`config.mk`:
```
export PLATFORM = sky130hd
export DESIGN_NAME = head_sram_rd_seq
export DESIGN_NICKNAME = d
export VERILOG_FILES = /design/src/rtl/head_sram_rd_seq.sv
export SDC_FILE = /design/constraint.sdc
export NUM_CORES = 1
export LEC_CHECK = 0
export CAP_MARGIN = 20
export CORE_MARGIN = 4
export CORE_UTILIZATION = 40
export DETAILED_ROUTE_END_ITERATION = 8
export HOLD_SLACK_MARGIN = 0.15
export SKIP_LAST_GASP = 1
export SLEW_MARGIN = 20
export SYNTH_ARGS = -nofsm -noshare
export SYNTH_HDL_FRONTEND = slang
export SYNTH_SLANG_ARGS = --single-unit
```
`constraint.sdc`:
```
create_clock -name clk -period 9.1 [get_ports clk]
set_input_delay 0.91 -clock clk [delete_from_list [all_inputs] [get_ports clk]]
set_output_delay 0.91 -clock clk [all_outputs]
set_load 0.02 [all_outputs]
```
`src/rtl/head_sram_rd_seq.sv`:
```
// head_sram_rd_seq: read-address sequencer for the head SRAM.
// Walks base + idx*stride (accumulated) over cfg_len words, cfg_repeat times,
// honours stall, and tags the final read so rdata_last/finish line up with
// the SRAM read latency.
//
// state | meaning
// IDLE  | waiting for start; first word is issued on the accepting edge
// RUN   | issuing words, one per non-stalled cycle
// DRAIN | all words issued; waiting for the last-tagged word to leave the pipe
// DONE  | one-cycle completion state (finish for non-empty jobs)
module head_sram_rd_seq #(
  parameter int ADDR_W = 10,
  parameter int LEN_W  = 11,
  parameter int REP_W  = 4,
  parameter int RD_LAT = 1
) (
  input  logic              clk,
  input  logic              rst,
  input  logic              start,
  input  logic              abort,
  input  logic [ADDR_W-1:0] cfg_base,
  input  logic [LEN_W-1:0]  cfg_len,
  input  logic [ADDR_W-1:0] cfg_stride,
  input  logic [REP_W-1:0]  cfg_repeat,
  input  logic              stall,
  output logic              ren,
  output logic [ADDR_W-1:0] raddr,
  output logic              rdata_vld,
  output logic              rdata_last,
  output logic              busy,
  output logic              finish
);

  typedef enum logic [1:0] {S_IDLE, S_RUN, S_DRAIN, S_DONE} state_t;

  state_t            state_q, state_d;
  logic [ADDR_W-1:0] base_q, base_d, stride_q, stride_d, addr_q, addr_d;
  logic [LEN_W-1:0]  len_q, len_d, idx_q, idx_d;
  logic [REP_W-1:0]  rep_q, rep_d, pass_q, pass_d;
  logic              ren_q, ren_d, tag_q, tag_d;
  logic [ADDR_W-1:0] raddr_q, raddr_d;
  logic              empty_q, empty_d, fin_empty_q;
  logic [RD_LAT-1:0] vld_sr_q, lst_sr_q;

  // Effective walk context: straight from cfg_* on the accepting cycle so the
  // first word goes out without a bubble, otherwise from the latched copy.
  logic              in_idle;
  logic [ADDR_W-1:0] c_base, c_stride, c_addr;
  logic [LEN_W-1:0]  c_len, c_idx;
  logic [REP_W-1:0]  c_rep, c_pass;
  logic              issue_ok, w_last, p_last;

  assign in_idle  = (state_q == S_IDLE);
  assign c_base   = in_idle ? cfg_base   : base_q;
  assign c_stride = in_idle ? cfg_stride : stride_q;
  assign c_addr   = in_idle ? cfg_base   : addr_q;
  assign c_len    = in_idle ? cfg_len    : len_q;
  assign c_idx    = in_idle ? '0         : idx_q;
  assign c_rep    = in_idle ? cfg_repeat : rep_q;
  assign c_pass   = in_idle ? '0         : pass_q;
  assign w_last   = (c_idx == c_len - LEN_W'(1));
  assign p_last   = (c_pass == c_rep - REP_W'(1));

  // Next-state, config capture and read-issue decision.
  always_comb begin
    state_d  = state_q;
    base_d   = base_q;
    stride_d = stride_q;
    len_d    = len_q;
    rep_d    = rep_q;
    idx_d    = idx_q;
    pass_d   = pass_q;
    addr_d   = addr_q;
    empty_d  = empty_q;
    ren_d    = 1'b0;
    tag_d    = 1'b0;
    raddr_d  = raddr_q;
    issue_ok = 1'b0;
    case (state_q)
      S_IDLE: begin
        if (start) begin
          base_d   = cfg_base;
          stride_d = cfg_stride;
          len_d    = cfg_len;
          rep_d    = cfg_repeat;
          idx_d    = '0;
          pass_d   = '0;
          addr_d   = cfg_base;
          if (cfg_len == '0 || cfg_repeat == '0) begin
            state_d = S_DONE;
            empty_d = 1'b1;
          end else begin
            state_d  = S_RUN;
            empty_d  = 1'b0;
            issue_ok = 1'b1;
          end
        end
      end
      S_RUN:   issue_ok = 1'b1;
      S_DRAIN: if (rdata_last) state_d = S_DONE;
      S_DONE:  state_d = S_IDLE;
      default: state_d = S_IDLE;
    endcase
    if (issue_ok && !stall) begin
      ren_d   = 1'b1;
      raddr_d = c_addr;
      if (w_last && p_last) begin
        tag_d   = 1'b1;
        state_d = S_DRAIN;
      end else if (w_last) begin
        idx_d  = '0;
        pass_d = c_pass + REP_W'(1);
        addr_d = c_base;
      end else begin
        idx_d  = c_idx + LEN_W'(1);
        addr_d = c_addr + c_stride;
      end
    end
    if (abort) begin
      state_d = S_IDLE;
      ren_d   = 1'b0;
      tag_d   = 1'b0;
    end
  end

  // State, counters and registered read port.
  always_ff @(posedge clk) begin
    if (rst) begin
      state_q     <= S_IDLE;
      base_q      <= '0;
      stride_q    <= '0;
      len_q       <= '0;
      rep_q       <= '0;
      idx_q       <= '0;
      pass_q      <= '0;
      addr_q      <= '0;
      empty_q     <= 1'b0;
      ren_q       <= 1'b0;
      tag_q       <= 1'b0;
      raddr_q     <= '0;
      fin_empty_q <= 1'b0;
    end else begin
      state_q     <= state_d;
      base_q      <= base_d;
      stride_q    <= stride_d;
      len_q       <= len_d;
      rep_q       <= rep_d;
      idx_q       <= idx_d;
      pass_q      <= pass_d;
      addr_q      <= addr_d;
      empty_q     <= empty_d;
      ren_q       <= ren_d;
      tag_q       <= tag_d;
      raddr_q     <= raddr_d;
      // An empty job spends its single busy cycle in DONE and reports finish
      // on the cycle after.
      fin_empty_q <= (state_q == S_DONE) && empty_q && !abort;
    end
  end

  // Read-latency pipe of {ren, last}; keeps shifting through stall, flushed on abort.
  always_ff @(posedge clk) begin
    if (rst || abort) begin
      vld_sr_q <= '0;
      lst_sr_q <= '0;
    end else begin
      vld_sr_q[0] <= ren_q;
      lst_sr_q[0] <= ren_q & tag_q;
      for (int i = 1; i < RD_LAT; i++) begin
        vld_sr_q[i] <= vld_sr_q[i-1];
        lst_sr_q[i] <= lst_sr_q[i-1];
      end
    end
  end

  assign ren        = ren_q;
  assign raddr      = raddr_q;
  assign rdata_vld  = vld_sr_q[RD_LAT-1];
  assign rdata_last = lst_sr_q[RD_LAT-1];
  assign busy       = !in_idle;
  assign finish     = ((state_q == S_DONE) && !empty_q) || fin_empty_q;

endmodule

```
==> results of run 1 <==
==> cell families after synthesis <==
logic type               Yosys count  synth area share [%]
buffers and inverters             50                  4.21
adder cells (fa/ha/maj)           14                  3.82
multiplexers                      20                  4.42
AO/OA/AOI/OAI                    164                  21.1
flip-flops                        78                  32.6
AND/OR/NAND/NOR                  287                  28.4
XOR/XNOR                          30                  5.49
==> cells in the mapped netlist, drive strengths merged, types with 4 or more instances <==
cell,instances
a31oi,6
buf,11
inv,9
nor3,15
nor4,8
ha,13
nand2,163
o21ai,25
mux2i,11
and3,8
nand3,14
a21o,7
dfxtp,78
nor2,23
mux2,9
or3,7
xor2,16
a211oi,14
and2,17
and4,4
nand4,9
xnor2,14
a21oi,81
or4,5
clkbuf,30
o211ai,5
==> registers in the layout, summed over array words and instances (netlist names), 2 cells and up <==
name,flops
stride_q,10
pass_q,4
idx_q,11
rep_q,4
len_q,11
raddr,10
base_q,10
state_q,2
addr_q,10
==> final timing paths <==
path                                          endpoint  slack [ns]             startpoint
worst max-delay path              addr_q[9]$_SDFF_PP0_        4.79  state_q[0]$_SDFF_PP0_
worst min-delay path            fin_empty_q$_SDFF_PP0_        0.45   empty_q$_SDFFE_PP0P_
worst max register to register    addr_q[9]$_SDFF_PP0_        4.79  state_q[0]$_SDFF_PP0_
worst min register to register  fin_empty_q$_SDFF_PP0_        0.45   empty_q$_SDFFE_PP0P_
==> routing by layer <==
| metal | GRT usage [%] | routed length, um | vias to the layer above | share of wire, % |
|---|---|---|---|---|
| met4 | 7.84 | 286 | 0 | 2.1 |
| met5 | 0 | 0 | - | 0 |
| met1 | 24.0 | 6060 | 2157 | 44 |
| li1 | - | - | 2331 | - |
| met3 | 3.90 | 621 | 23 | 4.5 |
| met2 | 34.7 | 6710 | 115 | 49 |
==> power by group through the flow <==
| stage | clock (mW) | sequential (mW) | combinational [mW] |
|---|---|---|---|
| 2_1_floorplan | 0 | 0.379 | 0.130 |
| 4_1_cts | 0.380 | 0.372 | 0.192 |
| 3_3_place_gp | 0 | 0.379 | 0.187 |
| 5_1_grt | 0.392 | 0.374 | 0.214 |
| 3_5_place_dp | 0 | 0.379 | 0.191 |
| 6_report | 0.370 | 0.372 | 0.191 |
==> worst max-delay path, cell delays in order, from the launching register on <==
cell	delay [ns]
dfxtp_1	0.47
nor2_4	0.15
buf_4	0.48
inv_2	0.08
buf_4	0.34
a21oi_1	0.42
inv_1	0.08
ha_1	0.31
a21o_1	0.17
a211oi_1	0.22
nor2_1	0.09
o41ai_1	0.47
o21ai_0	0.27
xnor2_1	0.17
mux2_2	0.26
a211oi_1	0.21
==> layout make-up <==
| cell class | instances | area (sq um) | share of cell area (%) |
|---|---|---|---|
| repair buffers | 60 | 581 | 10.2 |
| clock buffers | 12 | 256 | 4.51 |
| inverters | 9 | 33.8 | 0.594 |
| multi-input cells | 515 | 3040 | 53.4 |
| flip-flops and latches | 78 | 1560 | 27.4 |
| well taps | 143 | 179 | 3.14 |
| clock inverters | 3 | 43.8 | 0.769 |
==> through the flow <==
stage                     util, %  hold slack, ns  std cells  area, sq um  setup slack [ns]
final                        49.2           0.451        820         5690              4.79
after floorplan                 -           0.423        643         4790              4.85
after global placement       46.6           0.434        805         5390              4.73
after CTS                    49.2           0.455        820         5690              4.81
after global routing         49.2           0.473        820         5690              4.43
after detailed placement     46.6           0.447        805         5390              4.68
==> metrics, run 1 <==
DIE AREA=13800 sq um; startpoint types=register; largest vdd supply drop=136 uV; maxcap violations=0; Post-Syn Instances=643; top cell type's share of synthesized area=32.6%; distinct cell type count after synthesis=61; Ys Warns=0; residual DRC count=0; sequential area share after synthesis=32.6%; CTS tree=done; Net Sw Power=0.263 mW; Crit Path Category=register to register; Port-buffer cells=54; Slew headroom=37.1%; Detailed Route WL=13700 um; DPL Wire Length=9070 um; synthesized flop and latch total=78; post-CTS sizing=0; leakage power=2.25 nW; vias in the first global route=4667; Post-synth EDFFs=0; status=completed; Via-to-Cell Ratio=5.64; clock network power share=39.7%; HP Class=register to register; slew at the pin closest to its max-slew limit=0.939 ns; CTS Hold Bufs=0; NumNets Final=727; Setup Fix Bufs, Post-CTS=0; Worst Skew=0.00653 ns; combinational share of power=20.5%; clk sinks=78; layout cell share with drive strength beyond 1=6.50%; Cell Rows=39; diodes inserted=0; WHS Path Cells=2; Starting Density=41.4%; 1st-pass router iterations=4; # fillers=1163; Tot Pwr=0.933 mW; first-pass GRT wire length=22700 um; Antenna Nets Post-Route=0; gpl congestion=0.858; initial antenna violation count=0; post-DR wirelength/cell=16.7 um; sw frac=28.2%; synthesis-to-finish area growth=18.9%; Critical Path AT=4.56 ns; highest clock rate=0.232 GHz; Worst R2R Path Depth=15; Core ar.=11600 sq um; RSZ-0062 raised after global routing=false; leading cell types in the layout, fill and taps excluded=nand2_1 (163), a21oi_1 (81), dfxtp_1 (78); Tmin final=4.31 ns; cts bufs inserted=9; number of vias in the routed layout=4626; H-Tree Depth=3; worst-path fanout max=60; final hold violations=0; FFs w/ async S/R, synth=0%; Top Ports=55; Top FF cell, synth=dfxtp_1; Die H=117 um; average size of a mapped cell=7.44 sq um; TNS Setup=0 ns; Reg clk slew, reported paths=0.06 ns; clk_lat worst skew=0.34 ns; GRT overflow=0; die width=117 um; setup violators final=0; Seq pwr share=39.8%; clk buf depth=2; Root Buffer=clkbuf_16; cell-internal power=0.670 mW; commonest non-fill, non-tap cell in the layout=nand2_1; Mapped Area=4790 sq um; Synth Net Count=697; Synth area leaders=dfxtp_1 (33%), nand2_1 (13%), a21oi_1 (8.5%); drt first-iter violations=334; Max Transition Viols Final=0; largest net degree at the start of global routing=73; Yosys top cell by area=dfxtp_1; critical path data required time=9.35 ns; Pwr Density=164 nW/um^2; Setup crit end kind=register; Total Routing Usage GR=19.9%; fin crit share=47.3%
(Power assumes the default switching activity.)
==> run 2: changes to the inputs <==
==> constraint.sdc (replaced) <==
create_clock -name clk -period 4.1 [get_ports clk]
set_input_delay 0.41 -clock clk [delete_from_list [all_inputs] [get_ports clk]]
set_output_delay 0.41 -clock clk [all_outputs]
set_load 0.02 [all_outputs]
==> run 2 against run 1 <==
  * Final cell count rose by 1.3%
  * Sequential share of layout area fell by 0.37 points
  * Combinational power rose by 130%
  * Hold slack got worse by 0.0035 ns
  * Wire length rose by 1.0%
  * Total power rose by 120%
  * Count of clock-buffer cells in the layout fell by 2
  * Utilization rose by 0.68 points
  * Register-to-register slack got worse by 4.3 ns
  * Sequential cell count did not move
  * Largest cell class unchanged
  * Largest power group is now the clock network
==> metrics, run 2 (synthesis results as in run 1) <==
Critical R2R Capture=pass_q[3]$_SDFF_PP0_; vias in the first global route=4708 (+0.88%); Starting Density=41.4% (unchanged); critical path data required time=4.32 ns (-5.03 ns); FF+latch area=1560 sq um (unchanged); Max Transition Viols Final=0 (unchanged); gpl congestion=0.857 (-0.15%); cts bufs inserted=9 (unchanged); max incr delay on CP=0.63 ns (+0.15 ns); die width=117 um (unchanged); largest registers=idx_q x11, len_q x11; clk_lat worst skew=0.34 ns (about the same); number of vias in the routed layout=4742 (+2.5%); maxcap violations=0 (unchanged); Critical Path AT=3.78 ns (-0.78 ns); worst-path fanout max=16 (-73%); first-pass GRT wire length=23500 um (+3.4%); Port-buffer cells=54 (unchanged); worst path cell trace=clkdlybuf4s50_1, nor3b_1, a21oi_1, ha_1, xor2_1, a32oi_1, nor3_1, o211ai_1, nor2_1, and3_1, a2111oi_0, or4_1; post-route cell area=5770 sq um (+1.4%); Root Buffer=clkbuf_16; status=completed; slew at the pin closest to its max-slew limit=0.686 ns (-0.254 ns); setup violators final=0 (unchanged); Setup crit end kind=register; startpoint types=input port; initial antenna violation count=0 (unchanged); RSZ-0062 raised after global routing=false; Slew headroom=54.3% (+17 points); CP Buf/Inv Count=1 (-3); TNS Setup=0 ns (unchanged); Critical Path Stages=12 (-3); commonest non-fill, non-tap cell in the layout=nand2_1; 1st-pass router iterations=4 (unchanged); HP Class=register to register; Crit Path Category=input port to register; DIE AREA=13800 sq um (unchanged); Tot Pwr=2.08 mW (+120%); DPL Wire Length=9460 um (+4.3%); r2r setup slk=0.54 ns (-4.25 ns); Slowest cell on crit path=and3_1; Min-Delay Startpoint=empty_q$_SDFFE_PP0P_; NumNets Final=738 (+1.5%); Worst R2R Path Depth=12 (-3); Total Routing Usage GR=20.8% (+0.97 points); area of the multi-input gates=3040 sq um (about the same); highest clock rate=0.281 GHz; CTS Hold Bufs=0 (unchanged); hold worst-path end=fin_empty_q$_SDFF_PP0_; final hold violations=0 (unchanged); WHS Path Cells=2 (unchanged); Core ar.=11600 sq um (unchanged); drt first-iter violations=231 (-31%); largest vdd supply drop=225 uV (+66%); Tmin final=3.56 ns; Setup Fix Bufs, Post-CTS=0 (unchanged); Crit path max-delay family=simple AND/OR/NAND/NOR gates; fin crit share=86.9%; leakage power=2.30 nW (+2.0%); post-DR wirelength/cell=16.6 um (-0.29%); Antenna Nets Post-Route=0 (unchanged); CTS tree=done; Cell Rows=39 (unchanged); H-Tree Depth=3 (unchanged); GRT overflow=0 (unchanged); Reg clk slew, reported paths=0.06 ns (about the same); Detailed Route WL=13800 um (+1.0%); diodes inserted=0 (unchanged); synthesis-to-finish area growth=20.6%; Die H=117 um (unchanged); clk sinks=78 (unchanged); reg2reg start=state_q[0]$_SDFF_PP0_; clk buf depth=2 (unchanged); Placement Cell Area=5470 sq um (+1.5%); post-CTS sizing=0 (unchanged); Worst Skew=0.00622 ns (-0.000306 ns); Top Ports=55 (unchanged); layout cell share with drive strength beyond 1=7.99% (+1.5 points); leading cell types in the layout, fill and taps excluded=nand2_1 (163), a21oi_1 (81), dfxtp_1 (78); # fillers=1133 (-2.6%); largest net degree at the start of global routing=49 (-33%); residual DRC count=0 (unchanged); Via-to-Cell Ratio=5.71 (+1.2%); Pwr Density=361 nW/um^2 (+120%)
==> run 2: changes by cell type in the layout (fill, tap and decap cells not counted), sizes merged <==
cell and delta:
buf +11, clkbuf -2, clkinvlp +2, clkinv -1
inv +1
==> run 2: worst register-to-register path: stages, from the launching register on <==
cell and delay [ns]:
dfxtp_1 0.33, nor2_4 0.25, inv_2 0.20, a21oi_1 0.19, ha_1 0.27, xor2_1 0.16, a32oi_1 0.11, nor3_1 0.22
o211ai_1 0.16, nor2_1 0.26, and3_1 0.63, a2111oi_0 0.23, or4_1 0.43
==> run 2: final cells by class <==
| class | count | area share [%] |
|---|---|---|
| clock buffers | 10 | 4.14 |
| clock inverters | 5 | 1.02 |
| inverters | 9 | 0.585 |
| multi-input cells | 515 | 52.6 |
| flip-flops and latches | 78 | 27.1 |
| well taps | 143 | 3.10 |
| repair buffers | 71 | 11.5 |
==> run 2: worst max-delay path by stage <==
| stage | from | endpoint | slack (ns) |
|---|---|---|---|
| detailed placement | cfg_len[0] | pass_q[3]$_SDFF_PP0_ | 0.21 |
| floorplan | state_q[1]$_SDFF_PP0_ | addr_q[1]$_SDFF_PP0_ | 0.04 |
| finish | cfg_len[0] | pass_q[3]$_SDFF_PP0_ | 0.54 |
| global placement | cfg_len[0] | pass_q[3]$_SDFF_PP0_ | 0.31 |
| global route | cfg_len[0] | pass_q[3]$_SDFF_PP0_ | 0.22 |
| CTS | state_q[0]$_SDFF_PP0_ | pass_q[3]$_SDFF_PP0_ | 0.55 |
==> run 2: per-layer routing <==
layer	GRT usage, %	routed length, um
met1	26.4	6170
met2	33.9	6550
met3	3.61	643
met4	11.0	454
met5	0	0
==> run 2: per-stage QoR <==
stage          std cells  hold WS, ns  utilization [%]  setup slack, ns
6_report             831        0.448             49.9            0.538
5_1_grt              831        0.471             49.9            0.222
4_1_cts              831        0.452             49.9            0.551
3_5_place_dp         816        0.443             47.3            0.212
3_3_place_gp         816        0.436             47.3            0.307
2_1_floorplan        643        0.423                -           0.0398
==> run 2: report_power, final <==
part	switching [mW]	total [mW]	internal (mW)
sequential	0.0254	0.823	0.797
combinational	0.242	0.435	0.193
clock	0.338	0.824	0.486
total	0.605	2.08	1.48
==> run 3: changes to the inputs <==
--- a/config.mk
+++ b/config.mk
@@ -6,7 +6,7 @@
 export NUM_CORES = 1
 export LEC_CHECK = 0
 export CAP_MARGIN = 20
-export CORE_MARGIN = 4
+export CORE_MARGIN = 2
 export CORE_UTILIZATION = 40
 export DETAILED_ROUTE_END_ITERATION = 8
 export HOLD_SLACK_MARGIN = 0.15
==> run 3 against run 2 <==
  * Clock skew grew 0.0023 ns
  * Combinational power is essentially flat
  * Global-route usage grew 1.8 points
  * Setup slack lost 0.15 ns
  * Critical endpoint unchanged
  * Register-to-register slack lost 0.15 ns
  * First-iteration DRC count grew 27%
  * Die area shrank 6.7%
  * Hold slack gained 0.0057 ns
  * Clock power shrank 7.2%
  * Utilization shrank 0.25 points
  * Critical path depth shrank 1
  * Total power shrank 2.8%
==> metrics, run 3 (synthesis results as in run 1) <==
Post-Layout Cell Count=830 (-0.12%); FF+latch area=1560 sq um (unchanged); slew at the pin closest to its max-slew limit=0.628 ns (-0.0574 ns); startpoint types=register; final worst setup slack=0.385 ns (-0.152 ns); Worst R2R Path Depth=11 (-1); area of the multi-input gates=3040 sq um (unchanged); largest vdd supply drop=290 uV (+29%); Worst Skew=0.00848 ns (+0.00226 ns); HP Class=register to register; H-Tree Depth=3 (unchanged); status=completed; GRT overflow=0 (unchanged); Pwr Density=352 nW/um^2 (-2.3%); critical path data required time=4.33 ns (about the same); number of vias in the routed layout=4715 (-0.57%); Via-to-Cell Ratio=5.68 (-0.45%); Max Transition Viols Final=0 (unchanged); cell mode on critical path=a21oi_1; WL met3=641 um (-0.31%); first-pass GRT wire length=23000 um (-2.0%); synthesis-to-finish area growth=20.0%; drt first-iter violations=294 (+27%); Setup crit end kind=register; post-CTS sizing=0 (unchanged); Cell Rows=39 (unchanged); cts bufs inserted=9 (unchanged); setup violators final=0 (unchanged); DPL Wire Length=9570 um (+1.1%); worst-path fanout max=13 (-3); # fillers=1175 (+3.7%); vias in the first global route=4642 (-1.4%); clk buf depth=2 (unchanged); pre-CTS setup slack=0.209 ns (-0.00338 ns); residual DRC count=0 (unchanged); largest net degree at the start of global routing=50 (+2.0%); Total Routing Usage GR=22.6% (+1.8 points); die width=113 um (-3.4%); Reg clk slew, reported paths=0.06 ns (about the same); Slew headroom=58.0% (+3.7 points); dpl cells=815 (-0.12%); Final Core Density=49.6% (-0.25 points); CTS Hold Bufs=0 (unchanged); leakage power=2.28 nW (-0.56%); DIE AREA=12900 sq um (-6.7%); Critical Path Stages=11 (-1); clk_lat worst skew=0.35 ns (about the same); highest clock rate=0.269 GHz (-4.1%); Setup Fix Bufs, Post-CTS=0 (unchanged); NumNets Final=737 (-0.14%); WHS Path Cells=2 (unchanged); RSZ-0062 raised after global routing=false; Root Buffer=clkbuf_16; routed length on met1=6240 um (+1.1%); metal2 WL=6960 um (+6.2%); maxcap violations=0 (unchanged); max incr delay on CP=0.60 ns (-0.03 ns); Core ar.=11600 sq um (unchanged); top layer in use=met4; Critical Path AT=3.94 ns (+0.16 ns); Crit path max-delay family=simple AND/OR/NAND/NOR gates; diodes inserted=0 (unchanged); Die H=113 um (-3.4%); leading cell types in the layout, fill and taps excluded=nand2_1 (163), a21oi_1 (81), dfxtp_1 (78); initial antenna violation count=1 (+1); Detailed Route WL=14000 um (+0.99%); fin crit share=90.6% (+3.7 points); Starting Density=41.4% (unchanged); Port-buffer cells=54 (unchanged); gpl congestion=0.914 (+6.7%); Top Ports=55 (unchanged); CTS tree=done; Tot Pwr=2.02 mW (-2.8%); clk sinks=78 (unchanged); 1st-pass router iterations=4 (unchanged); worst path cell trace=nor2_4, inv_2, a21oi_1, ha_1, and3_4, nand3b_1, a2111o_1, o311ai_4, and3_1, a21oi_1, or4_1; final hold violations=0 (unchanged); TNS Setup=0 ns (unchanged); Tmin final=3.71 ns (+0.152 ns); Slowest cell on crit path=and3_1; layout cell share with drive strength beyond 1=7.71% (-0.28 points); Crit Path Category=register to register; largest registers=idx_q x11, len_q x11; CP Buf/Inv Count=1 (unchanged); commonest non-fill, non-tap cell in the layout=nand2_1; r2r setup slk=0.39 ns (-0.15 ns); post-DR wirelength/cell=16.8 um (+1.1%); Antenna Nets Post-Route=0 (unchanged)
[run 3: cell count changes in the layout (fill, tap and decap cells not counted), sizes merged]
| cell | previous run | this run |
|---|---|---|
| buf | 18 | 17 |
| inv | 10 | 9 |
| bufinv | 1 | 0 |
| clkbuf | 10 | 12 |
[run 3: through the flow]
step / instance area (sq um) / hold WS, ns
floorplan: 4790 / 0.423
detailed placement: 5470 / 0.444
global route: 5740 / 0.470
global placement: 5470 / 0.432
finish: 5740 / 0.454
CTS: 5740 / 0.455
[run 3: metal layers]
metal / global-route usage (%) / vias up
met3: 6.06 / 14
met5: 0 / -
met2: 39.9 / 109
li1: - / 2349
met4: 5.69 / 0
met1: 27.3 / 2243
[run 3: path summary, 6_finish.rpt]
check | to | startpoint
worst max-delay path | pass_q[3]$_SDFF_PP0_ | state_q[0]$_SDFF_PP0_
worst min-delay path | raddr[8]$_SDFFE_PP0N_ | raddr[8]$_SDFFE_PP0N_
worst max register to register | pass_q[3]$_SDFF_PP0_ | state_q[0]$_SDFF_PP0_
worst min register to register | raddr[8]$_SDFFE_PP0N_ | raddr[8]$_SDFFE_PP0N_
[run 3: tightest hold or removal path, stage by stage (launching register included)]
cell	delay, ns
dfxtp_1	0.31
nand2_1	0.05
a21oi_1	0.05
[run 3: cell type report]
type / instances / share of cell area [%]
Clock inverter: 3 / 0.349
Timing Repair Buffer: 70 / 11.4
Multi-Input combinational cell: 515 / 52.9
Inverter: 9 / 0.588
Tap cell: 143 / 3.12
Sequential cell: 78 / 27.2
Clock buffer: 12 / 4.47
[run 3: report_power, final]
part	switching [mW]	internal, mW	leakage [nW]	total [mW]
sequential	0.0283	0.798	0.639	0.826
combinational	0.241	0.191	1.51	0.432
clock	0.326	0.439	0.131	0.765
